==> config.mk <==
export PLATFORM = sky130hd
export DESIGN_NAME = mux_pipe_skid
export DESIGN_NICKNAME = d
export VERILOG_FILES = /design/src/rtl/mux_pipe_skid.sv
export SDC_FILE = /design/constraint.sdc
export NUM_CORES = 1
export LEC_CHECK = 0
export CAP_MARGIN = 20
export CORE_UTILIZATION = 45
export CTS_CLUSTER_SIZE = 16
export DETAILED_ROUTE_END_ITERATION = 12
export PLACE_DENSITY = 0.75
export SYNTH_ARGS = -nofsm -noshare
export SYNTH_HDL_FRONTEND = slang
export SYNTH_SLANG_ARGS = --single-unit
==> constraint.sdc <==
create_clock -name CLOCK -period 1.4 [get_ports CLOCK]
set_input_delay 0.42 -clock CLOCK [delete_from_list [all_inputs] [get_ports CLOCK]]
set_output_delay 0.42 -clock CLOCK [all_outputs]
set_load 0.01 [all_outputs]
==> src/rtl/mux_pipe_skid.sv <==
// mux_pipe_skid: registered valid/ready pipeline stage with a one-entry skid
// buffer, placed directly after the mux2 select stage.
// IN_READY decodes only from registered state, so there is no combinational
// path from OUT_READY back to the upstream stage.
// Optional feature macro: MUX_PIPE_SKID_STALL_COUNT_EN adds a 16-bit
// saturating STALL_COUNT output.
//
// state | meaning
// EMPTY | nothing held
// BUSY  | main register valid
// FULL  | main and skid registers both valid

module mux_pipe_skid #(
   parameter int n = 32
) (
   input  logic         CLOCK,
   input  logic         RESET_N,
   input  logic [n-1:0] D,
   input  logic         IN_VALID,
   output logic         IN_READY,
   input  logic         FLUSH,
   output logic [n-1:0] Q,
   output logic         OUT_VALID,
   input  logic         OUT_READY
`ifdef MUX_PIPE_SKID_STALL_COUNT_EN
   ,
   output logic [15:0]  STALL_COUNT
`endif
);

   typedef enum logic [1:0] {
      EMPTY = 2'd0,
      BUSY  = 2'd1,
      FULL  = 2'd2
   } state_t;

   state_t         state_q, state_d;
   logic [n-1:0]   main_q, main_d;
   logic [n-1:0]   skid_q, skid_d;
   logic           in_fire, out_fire;

   assign OUT_VALID = (state_q != EMPTY);
   assign IN_READY  = (state_q != FULL);
   assign Q         = main_q;
   assign in_fire   = IN_VALID & IN_READY;
   assign out_fire  = OUT_VALID & OUT_READY;

   // Next-state and data-path steering; FLUSH empties the stage and drops
   // any word accepted in the same cycle, leaving the data registers as-is.
   always_comb begin
      state_d = state_q;
      main_d  = main_q;
      skid_d  = skid_q;
      if (FLUSH) begin
         state_d = EMPTY;
      end else begin
         unique case (state_q)
            EMPTY: begin
               if (in_fire) begin
                  main_d  = D;
                  state_d = BUSY;
               end
            end
            BUSY: begin
               if (in_fire && out_fire) begin
                  main_d = D;
               end else if (in_fire) begin
                  skid_d  = D;
                  state_d = FULL;
               end else if (out_fire) begin
                  state_d = EMPTY;
               end
            end
            FULL: begin
               if (out_fire) begin
                  main_d  = skid_q;
                  state_d = BUSY;
               end
            end
            default: state_d = EMPTY;
         endcase
      end
   end

   // State and data registers.
   always_ff @(posedge CLOCK or negedge RESET_N) begin
      if (!RESET_N) begin
         state_q <= EMPTY;
         main_q  <= '0;
         skid_q  <= '0;
      end else begin
         state_q <= state_d;
         main_q  <= main_d;
         skid_q  <= skid_d;
      end
   end

`ifdef MUX_PIPE_SKID_STALL_COUNT_EN
   logic [15:0] stall_q, stall_d;

   // Stall counter: counts edges with a word held but not taken, saturating.
   always_comb begin
      stall_d = stall_q;
      if (FLUSH) begin
         stall_d = '0;
      end else if (OUT_VALID && !OUT_READY && (stall_q != 16'hFFFF)) begin
         stall_d = stall_q + 16'd1;
      end
   end

   // Stall counter register.
   always_ff @(posedge CLOCK or negedge RESET_N) begin
      if (!RESET_N) begin
         stall_q <= '0;
      end else begin
         stall_q <= stall_d;
      end
   end

   assign STALL_COUNT = stall_q;
`endif

endmodule

==> results.py <==
metrics = {
    "sta": {
        "finalClockSkew_ps": 7.69,
        "setup_ws_ps": -289,
        "setup_viol": 66,
        "grt_setup_unrepaired": "true",
        "period_needed_ps": 1690,
        "min_period_over_period": 1.21,
        "worst_pin_slew_ps": 350,
        "slew_headroom": 0.767,
        "fmax_mhz": 592,
        "hold_violations": 0,
        "drv_slew": 0,
    },
    "die": {
        "start_util": 0.471,
        "die_x_um": 83.8,
        "die_h_um": 83.8,
        "design.die.area_sq_um": 7020,
        "num_rows": 29,
        "io_pins": 71,
        "coreArea_sq_um": 6390,
    },
    "worst_setup_path": {
        "cp-end-kind": "flop",
        "cp-start-kind": "flop",
        "path_class": "reg2reg",
        "required_ps": 1630,
        "cp.arrival_ps": 1920,
        "crit_fanout": 8,
    },
    "finish": {
        "nNetsFinal": 348,
        "most-common-layout-cells": "90 x mux2_4, 65 x dfrtp_1, 33 x clkdlybuf4s50_1",
        "nFillCells": 425,
        "multiInputGateArea_sq_um": 1570,
        "syn_to_final_growth_pct": 54.4,
        "drive_gt1_frac": 0.663,
        "seq_area_sq_um": 1650,
        "layout_commonest_cell": "mux2_4",
        "n_antenna_cell": 0,
        "fin_area_sq_um": 4650,
    },
    "yosys": {
        "synth_cell_types": 20,
        "syn_avg_cell_area_sq_um": 16.0,
        "synth_area_sq_um": 3010,
        "synth_cells": 188,
        "yosysSeqAreaShare": 0.549,
        "synth_nets": 225,
        "ys_warn_count": 0,
        "ys_ff_latch": 66,
    },
    "placement": {
        "port_buffers": 70,
        "dp_hpwl_mm": 3.73,
        "place_ws_ps": -668,
        "placed_area_sq_um": 4200,
        "gp_congestion": 0.752,
    },
    "cts": {
        "cts_root_buf": "clkbuf_8",
        "clock-sinks": 66,
        "numCtsBuffers": 9,
        "clock_latency_ps": 340,
        "cts_tree": "yes",
        "clockBufferDepth": 2,
        "cts_hold_buf": 0,
        "htree_levels": 3,
        "clk_pin_slew_worst_paths_ps": 70,
    },
    "power": {
        "powerDensity_nw_per_um2": 1250,
        "leakagePower_nw": 2.20,
        "peakVddDrop_mv": 0.874,
        "p_total_mw": 5.80,
    },
    "grt": {
        "grtUsageTotal": 0.204,
        "grt_max_degree": 67,
        "grt_pass1_wl_mm": 11.0,
        "grt-ovfl-total": 0,
        "grt_pass1_vias": 2124,
        "antenna_found_initial": 0,
    },
    "route": {
        "vias": 1957,
        "firstDrtPassIters": 4,
        "via_per_inst": 4.99,
        "ant_nets": 0,
        "drt_iter0_drc": 88,
        "drc": 0,
        "post_drt_wl_per_cell_um": 17.1,
        "wl_mm": 6.69,
    },
    "outcome": {
        "status": "finished with violations",
        "violations": "setup timing",
    },
    "hold_path": {
        "hold_class": "in2async",
    },
    "run": {
        "maxCapViolCount": 0,
    },
}
state kept, by name, summed over array words and instances, names as in the netlist:
name     flops
skid_q      32
Q           32
state_q      2
per-layer routing:
metal / track usage / part of all wire / vias up
met5: 0 / 0 / -
met4: 0.0693 / 0.016 / 0
met3: 0.0732 / 0.047 / 9
met2: 0.302 / 0.45 / 49
met1: 0.277 / 0.48 / 984
li1: - / - / 915
power by group:
| group | switching (mW) | leakage (nW) | internal (mW) |
|---|---|---|---|
| logic | 0.500 | 1.31 | 1.08 |
| clock network | 0.743 | 0.0941 | 0.854 |
| registers | 0.260 | 0.795 | 2.37 |
| total | 1.50 | 2.20 | 4.30 |
per-stage QoR:
| stage | hold WS (ps) | cells | util | TNS [ps] |
|---|---|---|---|---|
| 6_report | 74.0 | 392 | 0.727 | -16010 |
| 5_1_grt | 92.2 | 392 | 0.727 | -21290 |
| 4_1_cts | 91.4 | 386 | 0.732 | -15970 |
| 3_5_place_dp | 469 | 353 | 0.658 | -41610 |
| 3_3_place_gp | 464 | 353 | 0.658 | -40020 |
| 2_1_floorplan | 124 | 188 | - | -7510 |
synthesized netlist by cell type (all sizes together):
cell type,number,area share
nand2b,1,0.0021
nor2b,2,0.0058
nor3,1,0.0017
o22a,1,0.0033
mux2,96,0.37
inv,1,0.0012
buf,10,0.041
nor2,1,0.0012
nand3b,1,0.0025
o21a,1,0.0025
dfrtp,66,0.55
nor3b,1,0.0062
or2,1,0.0021
nand2,2,0.0033
a21oi,3,0.0087
kinds of logic (layout without fill, tap and decap cells):
kind of cell | Yosys count | in the layout | share of synthesized area
muxes | 96 | 96 | 0.369
DFF | 66 | 66 | 0.549
buffers and inverters | 11 | 138 | 0.0424
and+or+nand+nor | 10 | 10 | 0.0250
AOI/OAI and AO/OA | 5 | 5 | 0.0146
critical path, cell delays in order (launching register included):
cell and delay [ps]:
dfrtp_1 400, buf_6 130, nor2b_4 150, buf_6 160, clkbuf_16 180, mux2_4 310
mux2_4 260
worst paths after layout:
| kind | start | to | slack [ps] | cells past startpoint |
|---|---|---|---|---|
| max reg2reg | state_q[1] | Q[2] | -290 | 6 |
| min | RESET_N | Q[10] | 70 | 2 |
| max in group asynchronous | RESET_N | state_q[0] | 1010 | 2 |
| min reg2reg | Q[20] | Q[20] | 510 | 1 |
| max | state_q[1] | Q[2] | -290 | 6 |
| min in group CLOCK | OUT_READY | state_q[1] | 450 | 2 |
layout make-up:
cell class,count,area share
Sequential cell,66,0.356
Multi-Input combinational cell,111,0.337
Timing Repair Buffer,122,0.244
Clock buffer,10,0.0296
Tap cell,77,0.0207
Clock inverter,5,0.0119
Inverter,1,0.000808
what timing repair did:
action                                  CTS  global route
gates resized for setup                 105            55
endpoints found under the setup margin   98            98
setup buffers                            14             8
pin swaps                                 2             4
cloned                                    4             2
Note: power is estimated with default switching activity, not from simulation.
